$ cat config.mk
export PLATFORM = sky130hd
export DESIGN_NAME = fp_mul_pipe
export DESIGN_NICKNAME = d
export VERILOG_FILES = /design/src/rtl/fp_mul_pipe.sv
export SDC_FILE = /design/constraint.sdc
export NUM_CORES = 2
export LEC_CHECK = 0
export CAP_MARGIN = 20
export CORE_MARGIN = 5
export CORE_UTILIZATION = 40
export DETAILED_ROUTE_END_ITERATION = 16
export DONT_BUFFER_PORTS = 1
export PLACE_DENSITY = 0.5
export SYNTH_ARGS = -nofsm -noshare
export SYNTH_HDL_FRONTEND = slang
export SYNTH_SLANG_ARGS = --single-unit
$ cat constraint.sdc
create_clock -name clk -period 14.4 [get_ports clk]
set_input_delay 1.44 -clock clk [delete_from_list [all_inputs] [get_ports clk]]
set_output_delay 1.44 -clock clk [all_outputs]
set_load 0.01 [all_outputs]
$ cat src/rtl/fp_mul_pipe.sv
// fp_mul_pipe: three-stage IEEE-754-style multiplier, RNE rounding, flush-to-zero, valid/ready flow control
module fp_mul_pipe #(
    parameter int EXP_W = 8,
    parameter int MAN_W = 23
) (
    input  logic                   clk,
    input  logic                   rst_n,
    input  logic                   in_valid,
    output logic                   in_ready,
    input  logic [EXP_W+MAN_W:0]   a,
    input  logic [EXP_W+MAN_W:0]   b,
    output logic                   out_valid,
    input  logic                   out_ready,
    output logic [EXP_W+MAN_W:0]   result,
    output logic [3:0]             flags
);
    localparam int W  = 1 + EXP_W + MAN_W;
    localparam int EW = EXP_W + 2;
    localparam int PW = 2 * MAN_W + 2;
    localparam logic signed [EW-1:0] BIAS = EW'((1 << (EXP_W - 1)) - 1);
    localparam logic signed [EW-1:0] EMAX = EW'((1 << EXP_W) - 1);
    typedef enum logic [1:0] {K_NUM, K_NAN, K_INF, K_ZERO} kind_t;
    logic               r_v1, r_v2, r_v3;
    logic               r_s1, r_s2, r_inv1, r_inv2;
    logic signed [EW-1:0] r_e1, r_e2;
    logic [MAN_W:0]     r_ma1, r_mb1;
    logic [PW-1:0]      r_prod;
    kind_t              r_kind1, r_kind2;
    logic [W-1:0]       r_result;
    logic [3:0]         r_flags;
    logic               w_rdy1, w_rdy2, w_rdy3;
    logic [EXP_W-1:0]   w_ea, w_eb;
    logic [MAN_W-1:0]   w_fa, w_fb;
    logic               w_za, w_zb, w_ia, w_ib, w_na, w_nb, w_inv;
    kind_t              w_kind;
    logic signed [EW-1:0] w_esum;
    assign w_rdy3    = out_ready | ~r_v3;
    assign w_rdy2    = ~r_v2 | w_rdy3;
    assign w_rdy1    = ~r_v1 | w_rdy2;
    assign in_ready  = w_rdy1;
    assign out_valid = r_v3;
    assign result    = r_result;
    assign flags     = r_flags;
    assign w_ea   = a[W-2:MAN_W];
    assign w_eb   = b[W-2:MAN_W];
    assign w_fa   = a[MAN_W-1:0];
    assign w_fb   = b[MAN_W-1:0];
    assign w_za   = w_ea == '0;
    assign w_zb   = w_eb == '0;
    assign w_ia   = &w_ea & (w_fa == '0);
    assign w_ib   = &w_eb & (w_fb == '0);
    assign w_na   = &w_ea & |w_fa;
    assign w_nb   = &w_eb & |w_fb;
    assign w_inv  = (w_ia & w_zb) | (w_ib & w_za);
    assign w_kind = (w_na | w_nb | w_inv) ? K_NAN : (w_ia | w_ib) ? K_INF : (w_za | w_zb) ? K_ZERO : K_NUM;
    assign w_esum = $signed({2'b00, w_ea}) + $signed({2'b00, w_eb}) - BIAS;
    logic               w_msb, w_g, w_st, w_rnd, w_ovf, w_unf, w_inx;
    logic [PW-2:0]      w_norm;
    logic [MAN_W-1:0]   w_frac;
    logic [MAN_W:0]     w_fr;
    logic signed [EW-1:0] w_exp;
    logic [W-1:0]       w_res;
    logic [3:0]         w_flg;
    assign w_msb  = r_prod[PW-1];
    assign w_norm = w_msb ? r_prod[PW-2:0] : {r_prod[PW-3:0], 1'b0};
    assign w_frac = w_norm[PW-2 -: MAN_W];
    assign w_g    = w_norm[MAN_W];
    assign w_st   = |w_norm[MAN_W-1:0];
    assign w_rnd  = w_g & (w_st | w_frac[0]);
    assign w_fr   = {1'b0, w_frac} + {{MAN_W{1'b0}}, w_rnd};
    // a rounding carry leaves w_fr[MAN_W-1:0] all zero, so only the exponent needs bumping
    assign w_exp  = r_e2 + $signed({{(EW-1){1'b0}}, w_msb}) + $signed({{(EW-1){1'b0}}, w_fr[MAN_W]});
    assign w_ovf  = w_exp >= EMAX;
    assign w_unf  = w_exp[EW-1] | (w_exp == '0);
    assign w_inx  = w_g | w_st;
    assign w_res  = (r_kind2 == K_NAN)  ? {1'b0, {EXP_W{1'b1}}, 1'b1, {(MAN_W-1){1'b0}}} :
                    (r_kind2 == K_INF)  ? {r_s2, {EXP_W{1'b1}}, {MAN_W{1'b0}}} :
                    (r_kind2 == K_ZERO) ? {r_s2, {(W-1){1'b0}}} :
                    w_ovf               ? {r_s2, {EXP_W{1'b1}}, {MAN_W{1'b0}}} :
                    w_unf               ? {r_s2, {(W-1){1'b0}}} :
                                          {r_s2, w_exp[EXP_W-1:0], w_fr[MAN_W-1:0]};
    assign w_flg  = (r_kind2 == K_NAN) ? {r_inv2, 3'b000} :
                    (r_kind2 == K_NUM) ? {1'b0, w_ovf, w_unf, w_inx | w_ovf | w_unf} : 4'b0000;
    always_ff @(posedge clk or negedge rst_n) begin
        if (!rst_n) begin
            r_v1     <= 1'b0;
            r_v2     <= 1'b0;
            r_v3     <= 1'b0;
            r_result <= '0;
            r_flags  <= '0;
        end else begin
            if (w_rdy1) r_v1 <= in_valid;
            if (w_rdy2) r_v2 <= r_v1;
            if (w_rdy3) r_v3 <= r_v2;
            if (w_rdy3 && r_v2) begin
                r_result <= w_res;
                r_flags  <= w_flg;
            end
        end
    end
    always_ff @(posedge clk) begin
        if (in_valid && w_rdy1) begin
            r_s1    <= a[W-1] ^ b[W-1];
            r_e1    <= w_esum;
            r_ma1   <= {1'b1, w_fa};
            r_mb1   <= {1'b1, w_fb};
            r_kind1 <= w_kind;
            r_inv1  <= w_inv;
        end
        if (r_v1 && w_rdy2) begin
            r_s2    <= r_s1;
            r_e2    <= r_e1;
            r_prod  <= r_ma1 * r_mb1;
            r_kind2 <= r_kind1;
            r_inv2  <= r_inv1;
        end
    end
endmodule

# --- Yosys cells after proc, flatten, opt, wreduce, memory -nomap -nowiden ---
# Cells that the tools add are included.
word_totals:
  output_inout_bits: 38
  word_cells: 74
  input_bits: 68
  register_bits: 161
op_classes:
  n_addsub: 5
  mul: 1
  n_lt_le_gt_ge: 1
  n_reduce_logical: 14
  eq_ne: 3
  bitwise_logic: 24
  muxes: 10
ops:
  columns: ["cell", "count"]
  rows:
  - ["31-bit two-way mux", 4]
  - ["23-bit OR reduction", 3]
  - ["24-bit by 24-bit multiplier with 48-bit output", 1]
  - ["47-bit two-way mux", 1]
  - ["23-bit zero test", 2]
  - ["32-bit two-way mux", 1]
  - ["23-bit by 1-bit adder with 24-bit output", 1]
  - ["10-bit by 2-bit adder with 10-bit output", 2]
  - ["8-bit zero test", 2]
  - ["8-bit AND reduction", 2]
  - ["1-bit bitwise OR", 13]
  - ["10-bit by 9-bit >= comparator with 1-bit output (second input constant)", 1]
  - ["10-bit zero test", 1]
  - ["9-bit by 7-bit subtractor with 10-bit output (second input constant)", 1]
  - ["8-bit by 8-bit adder with 9-bit output", 1]
  - ["1-bit AND", 7]
  - ["2-bit equality test (second input constant)", 2]
  - ["2-bit two-way mux", 2]
  - ["4-bit two-way mux", 1]
  - ["1-bit logical AND", 3]
  - ["3-bit two-way mux", 1]
  - ["1-bit inverter", 3]
  - ["2-bit by 1-bit equality test with 1-bit output (second input constant)", 1]
  - ["2-bit zero test", 1]
  - ["1-bit bitwise XOR", 1]

# --- Longest topological paths before layout ---
logic_depth:
  word_depth: 13
  depth_mapped: 26

# --- Worst setup path before layout ---
# No wires, ideal clock.
synth_path:
  path_kind: "register to register"
  start: "register r_ma1[13]"
  end: "register r_prod[44] (data pin)"
  arrival_ps: 6422
  setup_ps: 268
  path_slack_ps: 7710
  path_stages_with_launch: 26
  synth_period_minus_slack_ps: 6690
  required_ps: 14132
  cell_sequence: "edfxtp_1 clkbuf_1 nand2_1 fa_1 inv_1 fa_1 inv_1 fa_1 inv_1 fa_1 inv_1 fa_1 inv_1 fa_1 inv_1 fa_1 inv_1 ha_1 inv_1 o311ai_1 a221oi_1 a31oi_1 or3b_1 a21oi_2 a211oi_1 xor2_1"
synth_between:
  elab_chain_cells: 1
synth_lines:
  columns: ["element", "line", "text"]
  rows:
  - ["start, declared", "26", "logic [MAN_W:0] r_ma1, r_mb1;"]
  - ["start signal, assigned", "105", "r_ma1 <= {1'b1, w_fa};"]
  - ["24-bit by 24-bit multiplier with 48-bit output", "113", "r_prod <= r_ma1 * r_mb1;"]
  - ["end signal, assigned", "113", null]
  - ["end, declared", "27", "logic [PW-1:0] r_prod;"]
# Every way passes these cells.
# A chain may end at the register's enable or synchronous reset.

# --- Worst setup path after layout ---
layout_path:
  start: "register r_mb1[0]"
  end: "register r_prod[47] (data pin)"
layout_between:
  elab_chain_cells: 1
layout_lines:
  columns: ["element", "line", "text"]
  rows:
  - ["start, declared", "26", null]
  - ["start signal, assigned", "106", "r_mb1 <= {1'b1, w_fb};"]
  - ["24-bit by 24-bit multiplier with 48-bit output", "113", null]
# Every way passes these cells.

==> results.ini <==
[status]
outcome = finished clean

[setup_path]
cp-start-kind = flop
path_buf_inv = 6
path_common_cell = fa_1
cpPeakStageDelay_ns = 0.80
end_kind = flop
cp.arrival_ns = 8.48
crit_required_ns = 14.61
cp_cell_sequence = clkinv_1 > fa_1 > inv_1 > fa_1 > inv_1 > fa_1 > fa_1 > inv_1 > fa_1 > fa_1 > inv_1 > fa_1 > inv_1 > ha_1 > a21oi_1 > o21ai_1 > a221oi_1 > o2111ai_1 > a311oi_1 > o41ai_1 > a221oi_1 > xnor2_1
worstSetupPathType = reg2reg
worst-path-max-fanout = 17
critPathSlowestCell = edfxtp_1
crit_family = adder cells

[global_route]
grt_start_max_net_pins = 63
grt.overflow.total = 0
grt_pass1_vias = 19570
grt_pass1_wl_mm = 120.1
grtUsageTotal_pct = 22.36
antenna_found_initial = 0

[floorplan]
io_pins = 106
start_util_pct = 40.39
row_count = 93
dieHeight_um = 264.9
die_x_um = 264.9
core_area_sq_um = 64350
die-area_sq_um = 70170

[cells_and_area]
areaGrowthSynthToFinish_pct = 6.100
drive_gt1_share_pct = 3.311
nFillCells = 6277
fin_nets = 3388

[yosys]
syn_area_sq_um = 25990
synth-seq-cells = 161
yosysSeqAreaShare_pct = 17.85
ys_async_sr_fraction_pct = 24.22
synthesis.instances = 2701
synth_ff_type = edfxtp_1
synthesis.nets = 3444
avgSynthCellArea_sq_um = 9.622
yosys.cell_types.count = 66
synth_enable_flop_cells = 122
yosys_warnings = 0

[timing]
timing.hold.ws_ns = 0.4209
finalSetupTns_ns = 0
fin_worst_skew_ns = 0.04230
finalCriticalPeriod_ns = 8.269
worst_pin_slew_ns = 1.175
fmax_mhz = 120.9
slew_viol_final = 0
slew_headroom_pct = 21.66
finalHoldViolations = 0
setup_viol = 0
post-route-period-util_pct = 57.42
rsz0062_at_grt = no

[cts]
cts-resized-gates = 0
hold_buffers = 0
cts_tree = yes
cts_buffers = 17
cts-root-buf = clkbuf_16
htree_levels = 4
clk_latency_ns = 0.50
cts_setup_buffers = 0
clkSinkCount = 161
cts_max_path_buffers = 2
clkTransAtPathRegs_ns = 0.10

[drt]
drc = 0
vias = 18190
totalWireLength_mm = 76.42
viasPerCell = 5.176
wl_met3_mm = 4.351
top_layer = met4
wl_met1_mm = 35.20
ant_nets = 0
routed-wl-met2_mm = 35.24
drtIter0Drc = 1150
firstDrtPassIters = 5
wl_per_cell_um = 21.75

[flow_run]
maxCapViolations = 0

[worst_hold_path]
min-delay-path-class = reg2reg

[place]
place_hpwl_mm = 59.39
io_buffers = 0
gp_congestion = 0.9039

==> cell usage after synthesis, drive strengths merged (17+ instances only) <==
cell type,n,area share [%]
and2,254,6.1
xor2,32,1.1
dfrtp,39,3.8
clkbuf,102,1.5
nor2,82,1.2
nand3,24,0.46
a22o,27,0.91
fa,484,37
a21oi,77,1.5
inv,603,8.7
a21o,24,0.69
xnor2,50,1.7
nand2,320,4.6
ha,191,9.2
and3,17,0.43
nor4,20,0.48
edfxtp,122,14
o21ai,47,0.91
nand4,24,0.60
==> registers in the layout, indices dropped and copies added, names as in the netlist, 2 cells and up <==
register / flops
flags: 4
r_kind2: 2
r_e1: 10
r_e2: 10
r_kind1: 2
r_mb1: 23
result: 32
r_prod: 48
r_ma1: 23
==> worst paths after layout <==
path | from | endpoint | slack [ns] | cells after the start
worst max-delay path | r_mb1[0]$_DFFE_PP_ | r_prod[47]$_DFFE_PP_ | 6.13 | 22
worst min-delay path | r_e1[9]$_DFFE_PP_ | r_e2[9]$_DFFE_PP_ | 0.42 | 0
worst max register to register | r_mb1[0]$_DFFE_PP_ | r_prod[47]$_DFFE_PP_ | 6.13 | 22
worst min register to register | r_e1[9]$_DFFE_PP_ | r_e2[9]$_DFFE_PP_ | 0.42 | 0
max in group asynchronous | rst_n | result[18]$_DFFE_PN0P_ | 13.66 | 0
min in group asynchronous | rst_n | result[3]$_DFFE_PN0P_ | 0.65 | 0
==> cells by family after synthesis <==
logic type               count (synthesis)  share of synthesized area, %
XOR/XNOR                                82                         2.763
AO/OA/AOI/OAI                          249                         6.447
multiplexers                            17                        0.6644
buffers and inverters                  721                         10.47
flip-flops                             161                         17.85
AND/OR/NAND/NOR                        796                         15.32
adder cells (fa/ha/maj)                675                         46.48
==> stage by stage <==
step                utilization [%]  cell area, sq um  worst slack, ns  cells
finish                        42.85             27570            6.131   3514
global route                  42.85             27570            5.867   3513
CTS                           42.78             27530            6.167   3511
detailed placement            41.80             26900            6.219   3479
global placement              41.80             26900            6.255   3479
floorplan                         -             25990            7.710   2701
==> layout by cell type, fill, tap and decap left out, types with 16 or more instances in the layout <==
master | netlist | final
a21o_1 | 24 | 24
a21oi_1 | 76 | 76
a22o_1 | 27 | 27
and2_1 | 254 | 252
and3_1 | 16 | 16
buf_4 | 1 | 38
clkbuf_16 | 0 | 17
dfrtp_1 | 39 | 39
edfxtp_1 | 122 | 122
fa_1 | 484 | 484
ha_1 | 191 | 191
inv_1 | 603 | 603
nand2_1 | 319 | 319
nand3_1 | 24 | 24
nand4_1 | 23 | 23
nor2_1 | 82 | 82
nor4_1 | 20 | 20
o21ai_0 | 31 | 31
o21ai_1 | 16 | 16
xnor2_1 | 50 | 50
xor2_1 | 32 | 32
==> area by class of cell <==
| class | count | area, sq um | area share (%) |
|---|---|---|---|
| diodes | 1 | 2.502 | 0.009075 |
| clock buffers | 17 | 425.4 | 1.543 |
| clock inverters | 15 | 203.9 | 0.7396 |
| inverters | 606 | 2275 | 8.249 |
| multi-input cells | 1819 | 18630 | 67.57 |
| flip-flops and latches | 161 | 4639 | 16.83 |
| well taps | 855 | 1070 | 3.880 |
| repair buffers | 40 | 327.8 | 1.189 |
==> layer usage <==
metal | vias up | global-route usage, %
met5 | - | 0
met4 | 0 | 5.371
met3 | 83 | 3.657
met2 | 558 | 35.59
met1 | 9374 | 32.33
li1 | 8174 | -
Power is left out: the tool's default activity adds up to more than one toggle a clock period on the data nets, which glitch-free logic cannot reach.
